--- config.mk ---
export PLATFORM = sky130hd
export DESIGN_NAME = mips_muldiv_unit
export DESIGN_NICKNAME = d
export VERILOG_FILES = /design/src/rtl/mips_muldiv_unit.sv
export SDC_FILE = /design/constraint.sdc
export NUM_CORES = 1
export LEC_CHECK = 0
export CORE_ASPECT_RATIO = 1.4
export CORE_UTILIZATION = 25
export CTS_BUF_LIST = sky130_fd_sc_hd__clkbuf_16
export DETAILED_ROUTE_END_ITERATION = 10
export GPL_ROUTABILITY_DRIVEN = 0
export GPL_TIMING_DRIVEN = 1
export PLACE_DENSITY = 0.47
export RECOVER_POWER = 100
export REMOVE_ABC_BUFFERS = 1
export SLEW_MARGIN = 30
export SYNTH_ARGS = -nofsm -noshare
export SYNTH_HDL_FRONTEND = slang
export SYNTH_SLANG_ARGS = --single-unit
--- constraint.sdc ---
create_clock -name clk -period 4.3 [get_ports clk]
set_clock_uncertainty 0.15 [all_clocks]
set_input_delay 1.29 -clock clk [delete_from_list [all_inputs] [get_ports clk]]
set_output_delay 1.29 -clock clk [all_outputs]
set_load 0.03 [all_outputs]
--- src/rtl/mips_muldiv_unit.sv ---
// HI/LO owner for the MIPS execute stage: 32-step shift-add multiplier and
// restoring divider plus MTHI/MTLO/MFHI/MFLO, interlocked by op_valid/op_ready.
module mips_muldiv_unit (
   input  logic        clk,
   input  logic        reset,
   input  logic        op_valid,
   input  logic [2:0]  op,
   input  logic [31:0] src_a,
   input  logic [31:0] src_b,
   output logic        op_ready,
   output logic        busy,
   output logic        rd_valid,
   output logic [31:0] rd_data,
   output logic        div_by_zero
);

   localparam logic [1:0] ST_IDLE = 2'd0;
   localparam logic [1:0] ST_ITER = 2'd1;
   localparam logic [1:0] ST_FIX  = 2'd2;

   localparam logic [2:0] OP_MULT  = 3'b000;
   localparam logic [2:0] OP_MULTU = 3'b001;
   localparam logic [2:0] OP_DIV   = 3'b010;
   localparam logic [2:0] OP_DIVU  = 3'b011;
   localparam logic [2:0] OP_MTHI  = 3'b100;
   localparam logic [2:0] OP_MTLO  = 3'b101;
   localparam logic [2:0] OP_MFHI  = 3'b110;
   localparam logic [2:0] OP_MFLO  = 3'b111;

   function automatic logic [31:0] neg32(input logic [31:0] v, input logic en);
      return en ? (~v + 32'd1) : v;
   endfunction

   function automatic logic [63:0] neg64(input logic [63:0] v, input logic en);
      return en ? (~v + 64'd1) : v;
   endfunction

   logic [1:0]  r_state;
   logic [5:0]  r_cnt;
   logic [63:0] r_acc;       // mul: {partial, multiplier}; div: {remainder, dividend/quotient}
   logic [31:0] r_opnd;      // multiplicand or divisor magnitude
   logic        r_is_div;
   logic        r_neg_q;
   logic        r_neg_r;
   logic [31:0] r_hi;
   logic [31:0] r_lo;
   logic [31:0] r_rd_data;
   logic        r_rd_valid;
   logic        r_dbz;

   logic        w_accept;
   logic        w_signed;
   logic [31:0] w_mag_a;
   logic [31:0] w_mag_b;
   logic [32:0] w_mul_sum;
   logic [32:0] w_rem_sh;
   logic        w_fits;
   logic [31:0] w_diff;
   logic [63:0] w_step;
   logic [63:0] w_prod;

   assign op_ready    = (r_state == ST_IDLE) & ~reset;
   assign busy        = (r_state != ST_IDLE);
   assign rd_valid    = r_rd_valid;
   assign rd_data     = r_rd_data;
   assign div_by_zero = r_dbz;

   assign w_accept = op_valid & op_ready;
   assign w_signed = ~op[0];
   assign w_mag_a  = neg32(src_a, w_signed & src_a[31]);
   assign w_mag_b  = neg32(src_b, w_signed & src_b[31]);
   assign w_prod   = neg64(r_acc, r_neg_q);

   // One iteration step of either the multiplier or the restoring divider
   always_comb begin
      w_mul_sum = {1'b0, r_acc[63:32]} + (r_acc[0] ? {1'b0, r_opnd} : 33'd0);
      w_rem_sh  = r_acc[63:31];
      w_fits    = (w_rem_sh >= {1'b0, r_opnd});
      w_diff    = w_rem_sh[31:0] - r_opnd;
      if (r_is_div) begin
         if (w_fits) begin
            w_step = {w_diff, r_acc[30:0], 1'b1};
         end else begin
            w_step = {w_rem_sh[31:0], r_acc[30:0], 1'b0};
         end
      end else begin
         w_step = {w_mul_sum, r_acc[31:1]};
      end
   end

   // Sequencer state, HI/LO registers and registered result pulses
   always_ff @(posedge clk) begin
      if (reset) begin
         r_state    <= ST_IDLE;
         r_cnt      <= 6'd0;
         r_acc      <= 64'd0;
         r_opnd     <= 32'd0;
         r_is_div   <= 1'b0;
         r_neg_q    <= 1'b0;
         r_neg_r    <= 1'b0;
         r_hi       <= 32'd0;
         r_lo       <= 32'd0;
         r_rd_data  <= 32'd0;
         r_rd_valid <= 1'b0;
         r_dbz      <= 1'b0;
      end else begin
         r_rd_valid <= 1'b0;
         r_dbz      <= 1'b0;
         case (r_state)
            ST_IDLE: begin
               if (w_accept) begin
                  case (op)
                     OP_MULT, OP_MULTU, OP_DIV, OP_DIVU: begin
                        if (op[1] && (src_b == 32'd0)) begin
                           r_dbz <= 1'b1;
                        end else begin
                           r_is_div <= op[1];
                           r_neg_q  <= w_signed & (src_a[31] ^ src_b[31]);
                           r_neg_r  <= w_signed & op[1] & src_a[31];
                           r_opnd   <= op[1] ? w_mag_b : w_mag_a;
                           r_acc    <= {32'd0, op[1] ? w_mag_a : w_mag_b};
                           r_cnt    <= 6'd0;
                           r_state  <= ST_ITER;
                        end
                     end
                     OP_MTHI: r_hi <= src_a;
                     OP_MTLO: r_lo <= src_a;
                     OP_MFHI: begin
                        r_rd_data  <= r_hi;
                        r_rd_valid <= 1'b1;
                     end
                     OP_MFLO: begin
                        r_rd_data  <= r_lo;
                        r_rd_valid <= 1'b1;
                     end
                     default: r_state <= ST_IDLE;
                  endcase
               end
            end
            ST_ITER: begin
               r_acc <= w_step;
               if (r_cnt == 6'd31) begin
                  r_state <= ST_FIX;
               end else begin
                  r_cnt <= r_cnt + 6'd1;
               end
            end
            ST_FIX: begin
               if (r_is_div) begin
                  r_lo <= neg32(r_acc[31:0], r_neg_q);
                  r_hi <= neg32(r_acc[63:32], r_neg_r);
               end else begin
                  r_lo <= w_prod[31:0];
                  r_hi <= w_prod[63:32];
               end
               r_state <= ST_IDLE;
            end
            default: r_state <= ST_IDLE;
         endcase
      end
   end

endmodule

; ---- After elaboration in Yosys (flattened, before gate mapping)
; Cells that the tools add are included.
[op_classes]
n_addsub = 8
n_lt_le_gt_ge = 1
n_eq_ne = 17
muxes = 35
bitwise = 19
reduce_logical = 19
[op_table]
columns = op, n
row1 = $mux W32, 13
row2 = $mux W64, 6
row3 = $pmux W32 S2, 3
row4 = $add A32 B1 Y32 const B, 4
row5 = $not A32 Y32, 4
row6 = $pmux W64 S2, 1
row7 = $add A64 B1 Y64 const B, 1
row8 = $not A64 Y64, 1
row9 = $add A32 B32 Y33, 1
row10 = $ge A33 B32 Y1, 1
row11 = $logic_not A32 Y1, 1
row12 = $sub A32 B32 Y32, 1
row13 = $mux W6, 4
row14 = $eq A3 B3 Y1 const B, 4
row15 = $pmux W6 S2, 1
row16 = $reduce_and A4 Y1, 3
row17 = $reduce_and A3 Y1, 3
row18 = $mux W2, 4
row19 = $ne A2 B2 Y1 const B, 4
row20 = $reduce_bool A2 Y1, 4
row21 = $reduce_or A4 Y1, 2
row22 = $and A1 B1 Y1, 7
row23 = $add A6 B1 Y6 const B, 1
row24 = $eq A3 B2 Y1 const B, 2
row25 = 15 further kinds, 23
[word_totals]
reg_bits = 205
in_bits = 70
output_inout_bits = 36
wordCells = 111

; ---- Longest topological paths before layout
; Gate-level depths: netlist of the first run.
[logic_depth]
word_depth = 8
mapped_depth = 14
mapped_depth_nobuf = 13

; ---- Least setup slack after synthesis of the first run
; Ideal clock, no wire load.
[synth_path]
path_type = input port to flip-flop
start = input src_b[5]
end = register r_acc[16]
setup_time_ns = 0.083
arrival_ns = 3.871
required_time_ns = 4.067
path_slack_ns = 0.197
stages = 10
path_buffers = 2
path_cell_list = or3_1 nor4_2 nand4b_1 or4b_1 and2_1 nor3_1 buf_2 buf_2 nand2_1 o221ai_1
[synth_via]
elab_chain_len = 8
elab_cells_between_ends = 12
classes_between = add/sub (1) / eq/ne (1) / mux (6) / bitwise (1) / reduce/logical (3)
[synth_lines]
columns = item, line_no
row1 = from (decl), 9  ; input logic [31:0] src_b,
row2 = $not A32 Y32, 31  ; return en ? (~v + 32'd1) : v;
row3 = $add A32 B1 Y32, 31
row4 = $mux W32, 31
row5 = $mux W32, 121  ; r_acc <= {32'd0, op[1] ? w_mag_a : w_mag_b};
row6 = $mux W64, 114  ; if (op[1] && (src_b == 32'd0)) begin
row7 = $mux W64, 112  ; case (op)
row8 = $mux W64, 111  ; if (w_accept) begin
row9 = $pmux W64 S2, 109  ; case (r_state)
row10 = to (signal assigned), 121
row11 = to (signal assigned), 141  ; r_acc <= w_step;
row12 = to (decl), 40  ; logic [63:0] r_acc;
; Parallel ways exist; a longest one is shown, timed or not. The select of a mux whose other input is x is not followed.
; A chain may end at the register's enable or synchronous reset.

; ---- Worst setup path in the final report of the first run
[layout_path]
start = register r_acc[0]
end = register r_hi[28]
[layout_via]
elab_chain_len = 5
[layout_lines]
columns = item, line_no
row1 = $not A64 Y64, 35  ; return en ? (~v + 64'd1) : v;
row2 = $add A64 B1 Y64, 35
row3 = $mux W64, 35
row4 = $mux W32, 149  ; if (r_is_div) begin
row5 = $pmux W32 S2, 109
row6 = to (signal assigned), 126  ; OP_MTHI: r_hi <= src_a;
row7 = to (signal assigned), 151  ; r_hi <= neg32(r_acc[63:32], r_neg_r);
row8 = to (signal assigned), 154  ; r_hi <= w_prod[63:32];
row9 = to (decl), 45  ; logic [31:0] r_hi;
; Every way passes these cells.

==> impl_metrics.toml, run 1 <==
[run_status]
status = "finished with violations"
failed_checks = "max-capacitance violations, max-slew violations"

[setup_path]
crit_type = "register to register"
critPathTopFamily = "compound AO/OA/AOI/OAI gates"
cpMaxStageDelayCell = "o21ai_0"
crit_path_end_kind = "register"
reg2regPathDepth = 13
max_stage_delay_ns = 0.75
r2r-end = "r_hi[28]"
worst-path-buf-inv = 4
worstPathMaxFanout = 11
worstPathRequired_ns = 4.62
path_cells = "inv_1 -> ha_1 -> inv_1 -> nor4_1 -> buf_4 -> nand3_1 -> o21ai_0 -> clkbuf_1 -> a21oi_1 -> nand2_1 -> o31ai_1 -> o31ai_1 -> a22o_1"
r2r_slack_ns = 0.14
r2r_start = "r_acc[0]"
arrival_ns = 4.48
startpoint_type = "register"

[floorplan]
core_area_sq_mm = 0.0630
placementRows = 109
dieWidth_um = 215
die_area_sq_mm = 0.0646
die_h_um = 300
io_pins = 106
start_util_pct = 25.2

[clock_network]
cts_hold_buf = 0
cts-buffers-inserted = 23
root_buffer = "clkbuf_16"
clock_path_buffers = 3
cts.sinks = 205
htree_num_levels = 1
cts_tree = "done"
post_cts_buffers = 0
cts.repair.resized = 0
clkTransAtPathRegs_ns = 0.07
clk_latency_ns = 0.55

[place]
dpl.hpwl_um = 52000
placed_cells = 3130
pre_cts_ws_ns = -0.401
portBuffers = 105

[synth]
syn_inst = 2133
synth_top_flop_cell = "dfxtp_1"
synth_area_leaders = "dfxtp_1 (26%), a21oi_1 (6.4%), nor2_1 (6.3%)"
syn_avg_cell_area_sq_um = 7.46
synth_seq_area_share_pct = 25.8
ys_seq_elements = 205
synthTopCellsByCount = "nor2_1 (269), dfxtp_1 (205), a21oi_1 (202)"
synth_top_area_share_pct = 25.8
yosys_warnings = 0
synth.most_common_cell = "nor2_1"
synthArstFlopShare_pct = 0
syn_area_sq_mm = 0.0159
synth_edf_count = 0
synth.distinct_cells = 82
synth_area_leader_cell = "dfxtp_1"

[finish]
antennaDiodeCount = 0
fin_cells = 3169
area_growth_pct = 24.6
nets = 2464
drive_above_1_share_pct = 11.1

[sta]
fin_setup_tns_ns = 0
tightestPinTransition_ns = 1.58
final_max_slew_viol_count = 41
hold_violations = 0
fin_ws_ns = 0.136
finalCriticalPeriod_ns = 4.16
max_freq_mhz = 240
holdWs_ns = 0.302
rsz0062_at_grt = "false"
slew_headroom_pct = -5.46
fin_crit_sh_pct = 96.8
setup_viol = 0

[hold_path]
min_delay_path_depth = 2
hold_class = "register to register"
hold_path_end = "r_lo[28]"
min_from = "r_lo[28]"

[pwr]
power_per_cell_area_mw_per_mm2 = 285
power.total_mw = 5.64
vdd_drop_max_mv = 0.247
p_leak_nw = 7.90

[global_route]
grt_max_degree = 157
grt_usage_pct = 19.9
grt_pass1_wl_um = 101000
grt_antenna_before_repair = 0
grt_overflow = 0
grt_pass1_vias = 16700

[detailed_routing]
drt_first_pass_iters = 5
ant_nets = 0
wl_um = 65800
viasPerCell = 5.29
drc = 0
num_vias = 16800
wire_per_inst_um = 20.8
drt_iter0_markers = 990

[flow_run]
maxCapViolCount = 1
==> sequential cells by signal, summed over array words and instances (netlist names) <==
register / cells
div_by_zero: 1
rd_data: 32
r_state: 2
r_cnt: 6
r_is_div: 1
r_neg_q: 1
r_hi: 32
r_acc: 64
r_opnd: 32
rd_valid: 1
r_lo: 32
r_neg_r: 1
==> layout by cell type (no fill, tap or decap), drive strengths merged, types with 71 or more instances in the layout <==
cell type / n
xor2: 84
nor2: 269
mux2i: 71
buf: 182
inv: 74
nand2: 188
a211oi: 90
o21ai: 129
xnor2: 91
a21oi: 202
dfxtp: 205
==> power breakdown <==
part / switching [mW] / total (mW) / internal (mW)
logic: 0.846 / 1.40 / 0.556
registers: 0.0734 / 2.03 / 1.96
clock network: 0.881 / 2.21 / 1.33
==> stage by stage <==
stage	cell area, sq um	util [%]
after floorplan	15300	-
after global placement	19100	30.3
after detailed placement	19100	30.4
after CTS	19900	31.6
after global routing	19800	31.4
final	19800	31.4
==> kinds of logic (layout without fill, tap and decap cells) <==
| family | after synthesis | in the layout | share of synthesized area [%] |
|---|---|---|---|
| AOI/OAI and AO/OA | 690 | 690 | 28.2 |
| xor gates and xnor gates | 175 | 175 | 9.64 |
| adders and majority gates | 71 | 71 | 5.68 |
| buffers and inverters | 217 | 421 | 5.24 |
| DFF | 205 | 205 | 25.8 |
| muxes | 81 | 81 | 5.18 |
| and+or+nand+nor | 694 | 694 | 20.2 |
==> how the worst max path moves through the flow <==
stage	startpoint	endpoint	slack, ns	cells past startpoint
global placement	src_b[13]	r_acc[31]	-0.39	12
global route	r_acc[0]	r_acc[61]	0.02	14
floorplan	src_b[5]	r_acc[59]	-2.81	8
CTS	src_b[13]	r_acc[6]	0.16	12
finish	r_acc[0]	r_hi[28]	0.14	13
detailed placement	src_b[13]	r_acc[6]	-0.40	12
==> routing by layer <==
metal / vias to the layer above / track usage, % / share of wire [%]
met1: 7917 / 22.6 / 40
met3: 171 / 1.91 / 4.4
met5: - / 0 / 0
met4: 0 / 11.2 / 5.8
li1: 8165 / - / -
met2: 518 / 36.3 / 50
==> final cells by class <==
class,count,area [sq um]
clock buffers,23,576
flip-flops and latches,205,4110
repair buffers,313,2600
inverters,69,259
well taps,832,1040
fillers,6836,43200
clock inverters,16,224
multi-input cells,1711,11000
==> worst min-delay path, cell delays in order, from the launching register on <==
cell	delay, ns
dfxtp_1	0.31
nand2_1	0.05
a21oi_1	0.05
Power figures use the tool's default switching activity.
==> run 2, diff against run 1 <==
--- a/config.mk
+++ b/config.mk
@@ -8,12 +8,12 @@
 export CORE_ASPECT_RATIO = 1.4
 export CORE_UTILIZATION = 25
 export CTS_BUF_LIST = sky130_fd_sc_hd__clkbuf_16
+export CTS_CLUSTER_SIZE = 10
 export DETAILED_ROUTE_END_ITERATION = 10
 export GPL_ROUTABILITY_DRIVEN = 0
 export GPL_TIMING_DRIVEN = 1
 export PLACE_DENSITY = 0.47
 export RECOVER_POWER = 100
-export REMOVE_ABC_BUFFERS = 1
 export SLEW_MARGIN = 30
 export SYNTH_ARGS = -nofsm -noshare
 export SYNTH_HDL_FRONTEND = slang
==> impl_metrics.toml, run 2 (synthesized netlist as in run 1, its figures left out) <==
[floorplan]
dieWidth_um = 215
placementRows = 109
die_area_sq_mm = 0.0646
io_pins = 106
die_h_um = 300
start_util_pct = 25.2
core_area_sq_mm = 0.0630

[place]
dpl.hpwl_um = 53100
pre_cts_ws_ns = -0.477
placed_cells = 3113
portBuffers = 105

[global_route]
grt_antenna_before_repair = 1
grt_pass1_vias = 16800
grt_max_degree = 96
grt_overflow = 0
grt_usage_pct = 20.2
grt_pass1_wl_um = 101000

[clock_network]
cts_tree = "done"
clock_path_buffers = 3
root_buffer = "clkbuf_16"
htree_num_levels = 1
clk_latency_ns = 0.55
cts.sinks = 205
cts-buffers-inserted = 25
clkTransAtPathRegs_ns = 0.06

[pwr]
p_leak_nw = 7.75
p_int_mw = 3.53
vdd_drop_max_mv = 0.247
clockPowerShare_pct = 35.4
seqPwrFrac_pct = 38.4
power_per_cell_area_mw_per_mm2 = 271
power_switching_mw = 1.77
netSwitchingFraction_pct = 33.4
pwr-share-comb_pct = 26.2

[sta]
finalCriticalPeriod_ns = 4.29
rsz0062_at_grt = "false"
slew_headroom_pct = -0.420
fin_ws_ns = 0.0101
hold_violations = 0
final_max_slew_viol_count = 37
setup_viol = 0
max_freq_mhz = 233
tightestPinTransition_ns = 1.51
fin_crit_sh_pct = 99.8
holdWs_ns = 0.301

[setup_path]
r2r_slack_ns = 0.18
crit_type = "input port to register"
startpoint_type = "input port"
worstPathRequired_ns = 4.58
r2r-end = "r_acc[60]"
startpoint = "src_a[13]"
arrival_ns = 4.57
worstPathMaxFanout = 5
endpoint = "r_acc[23]"
crit_path_end_kind = "register"
reg2regPathDepth = 12
r2r_start = "r_acc[0]"

[finish]
fin_cells = 3149
antennaDiodeCount = 0
area_growth_pct = 23.0
fin_util_pct = 31.0
final_cell_mix = "nor2_1 (267), dfxtp_1 (204), a21oi_1 (202), nand2_1 (188), buf_4 (160)"
top_register = "r_acc"
mostFrequentLayoutCell = "nor2_1"
drive_above_1_share_pct = 10.5
nets = 2451
largest_register_ffs = 64

[flow_run]
maxCapViolCount = 1

[detailed_routing]
drt_iter0_markers = 1221
num_vias = 16700
ant_nets = 0
drt_first_pass_iters = 6
viasPerCell = 5.31
drc = 0
wl_um = 66900
wire_per_inst_um = 21.2

[hold_path]
hold_class = "register to register"

[run_status]
status = "finished with violations"
failed_checks = "max-capacitance violations, max-slew violations"

[synth]
syn_nets = 2274
run 2: cell types whose count changed in the layout (fill, tap and decap cells not counted), moves of 3 or more:
cell             before  now
buf_4               174  160
clkdlybuf4s50_1      63   66
inv_1                73   70
clkinv_1              4    7
clkbuf_2              3    6
bufinv_16             6    0
run 2: what timing repair did:
item,in CTS,in global routing
gates resized for setup,2,4
hold buffers,0,0
setup buffers,0,2
endpoints found under the setup margin,3,12
run 2: how the worst min path moves through the flow:
stage               startpoint        end  slack, ns  cells after the start
floorplan             r_hi[21]   r_hi[21]       0.27                      2
global placement      r_hi[31]   r_hi[31]       0.29                      2
detailed placement    r_hi[24]   r_hi[24]       0.29                      2
CTS                    r_hi[0]    r_hi[0]       0.30                      2
global route         r_opnd[8]  r_opnd[8]       0.33                      2
finish                 r_hi[0]    r_hi[0]       0.30                      2
run 2: critical path, cell delays in order:
cell and delay, ns:
clkdlybuf4s50_1 0.42, or4_1 0.66, nor4_1 0.68, nand4b_1 0.17
clkbuf_2 0.21, o31ai_1 0.40, xor2_1 0.33, a21oi_1 0.12
a221o_1 0.28
run 2: cell type report:
type | instances | area, sq um
clock buffers | 25 | 626
multi-input cells | 1711 | 11000
fillers | 6848 | 43500
inverters | 69 | 263
clock inverters | 9 | 33.8
well taps | 832 | 1040
flip-flops and latches | 205 | 4110
repair buffers | 298 | 2460
run 2: through the flow:
stage | TNS, ns | power [mW] | cell area (sq um)
detailed placement | -35.55 | 3.47 | 19000
global route | 0 | 5.51 | 19600
floorplan | 0 | 2.88 | 15900
CTS | 0 | 5.35 | 19700
global placement | -30.11 | 3.46 | 19000
finish | 0 | 5.29 | 19600
run 2: power groups by stage:
stage	clock (mW)	sequential [mW]	combinational [mW]
detailed placement	0	2.07	1.39
finish	1.87	2.03	1.39
global placement	0	2.07	1.39
floorplan	0	2.06	0.820
CTS	1.92	2.03	1.40
global route	1.97	2.04	1.50
run 2: routing by layer:
metal,track usage [%],up-vias,part of all wire [%]
li1,-,8135,-
met1,23.9,7956,42
met2,36.6,509,50
met3,1.97,136,4.0
met4,9.46,0,4.6
met5,0,-,0
==> run 3, diff against run 2 <==
--- a/config.mk
+++ b/config.mk
@@ -6,6 +6,7 @@
 export NUM_CORES = 1
 export LEC_CHECK = 0
 export CORE_ASPECT_RATIO = 1.4
+export CORE_MARGIN = 8
 export CORE_UTILIZATION = 25
 export CTS_BUF_LIST = sky130_fd_sc_hd__clkbuf_16
 export CTS_CLUSTER_SIZE = 10
==> impl_metrics.toml, run 3 (synthesized netlist as in run 1, its figures left out) <==
[run_status]
status = "completed"

[detailed_routing]
viasPerCell = 5.34
wl_um = 66600
ant_nets = 0
drc = 0
num_vias = 16900
drt_first_pass_iters = 6
drt_iter0_markers = 992
wire_per_inst_um = 21.1

[clock_network]
cts_hold_buf = 0
clk_latency_ns = 0.53
htree_num_levels = 1
cts.sinks = 205
cts-buffers-inserted = 25
cts_tree = "done"
clock_path_buffers = 3
root_buffer = "clkbuf_16"
clkTransAtPathRegs_ns = 0.06

[place]
placed_area_sq_mm = 0.0191
dpl.hpwl_um = 53300
portBuffers = 105

[global_route]
grt_overflow = 0
grt_use_met3_pct = 1.64
busiest_layer = "met2"
grt_antenna_before_repair = 0
grt_pass1_vias = 16700
grt_use_met1_pct = 21.2
grt_pass1_wl_um = 101000
grt_max_degree = 80
grt_usage_pct = 17.7
gr-usage-met2_pct = 32.0

[floorplan]
placementRows = 109
die_area_sq_mm = 0.0721
dieWidth_um = 229
core_area_sq_mm = 0.0630
io_pins = 106
die_h_um = 314
start_util_pct = 25.2

[sta]
rsz0062_at_grt = "false"
max_freq_mhz = 237
tightestPinTransition_ns = 1.49
slew_headroom_pct = 0.779
final_max_slew_viol_count = 0
setup_viol = 0
finalCriticalPeriod_ns = 4.22
hold_violations = 0
fin_crit_sh_pct = 98.1

[setup_path]
startpoint_type = "register"
worstPathRequired_ns = 4.55
cpMaxStageDelayCell = "or4_1"
worstPathMaxFanout = 10
crit_type = "register to register"
crit_path_end_kind = "register"
max_stage_delay_ns = 0.69
path_cells = "or4_1 -> nor4_1 -> buf_4 -> nand3_2 -> nor4_1 -> nor2_1 -> o21ai_0 -> o21ai_0 -> xnor2_1 -> a2111oi_0"
arrival_ns = 4.47

[finish]
final_area_sq_mm = 0.0197
nets = 2461
area_growth_pct = 23.9
largest_register_ffs = 64
drive_above_1_share_pct = 10.9
top_register = "r_acc"
final_cell_mix = "nor2_1 (266), dfxtp_1 (204), a21oi_1 (202), nand2_1 (188), buf_4 (167)"
mostFrequentLayoutCell = "nor2_1"
antennaDiodeCount = 0

[flow_run]
maxCapViolCount = 0

[pwr]
vdd_drop_max_mv = 0.194
p_leak_nw = 7.83
power.total_mw = 5.32
power_per_cell_area_mw_per_mm2 = 270

[hold_path]
hold_class = "register to register"

[synth]
syn_nets = 2274
[run 3: cell types whose count changed in the layout (fill, tap and decap cells not counted), sizes merged]
cell	change
inv	+3
clkinvlp	-1
clkinv	-1
buf	+10
[run 3: worst paths after layout]
kind / slack (ns) / cells past startpoint / from / end
worst max register to register: 0.08 / 10 / r_acc[6] / r_hi[7]
worst min-delay path: 0.30 / 2 / r_lo[14] / r_lo[14]
worst max-delay path: 0.08 / 10 / r_acc[6] / r_hi[7]
worst min register to register: 0.30 / 2 / r_lo[14] / r_lo[14]
[run 3: cell type report]
class / count / area (sq um)
fillers: 6816 / 43300
multi-input cells: 1711 / 11000
flip-flops and latches: 205 / 4110
repair buffers: 308 / 2590
well taps: 832 / 1040
clock buffers: 25 / 626
inverters: 69 / 259
clock inverters: 10 / 37.5
[run 3: metal layers]
layer	part of all wire, %	vias up
met5	0	-
met3	4.1	153
li1	-	8156
met2	49	536
met4	4.7	0
met1	42	8040
[run 3: report_power, final]
part / internal (mW) / switching [mW] / total [mW]
registers: 1.96 / 0.0719 / 2.03
logic: 0.567 / 0.859 / 1.43
clock network: 1.03 / 0.833 / 1.86
[run 3: repair_timing]
action / in CTS / in global routing
buffers inserted: 0 / 2
setup endpoints to repair: 9 / 18
resized for setup: 2 / 5
gates cloned: 0 / 0
[run 3: worst max-delay path: cells and delay by family, from the launching register on]
family,cells,cell delay [ns]
and+or+nand+nor,5,1.86
AOI/OAI and AO/OA,3,1.18
DFF,1,0.43
xor gates and xnor gates,1,0.23
buffers and inverters,1,0.22
[run 3: metrics by stage]
stage | setup WS, ns | TNS [ns] | hold slack [ns] | std cells | util (%)
2_1_floorplan | 0.197 | 0 | 0.270 | 2133 | -
3_3_place_gp | -0.522 | -34.22 | 0.291 | 3123 | 30.3
3_5_place_dp | -0.576 | -39.43 | 0.300 | 3123 | 30.3
4_1_cts | 0.0980 | 0 | 0.307 | 3158 | 31.4
5_1_grt | 0.00948 | 0 | 0.327 | 3160 | 31.3
6_report | 0.0836 | 0 | 0.303 | 3160 | 31.3
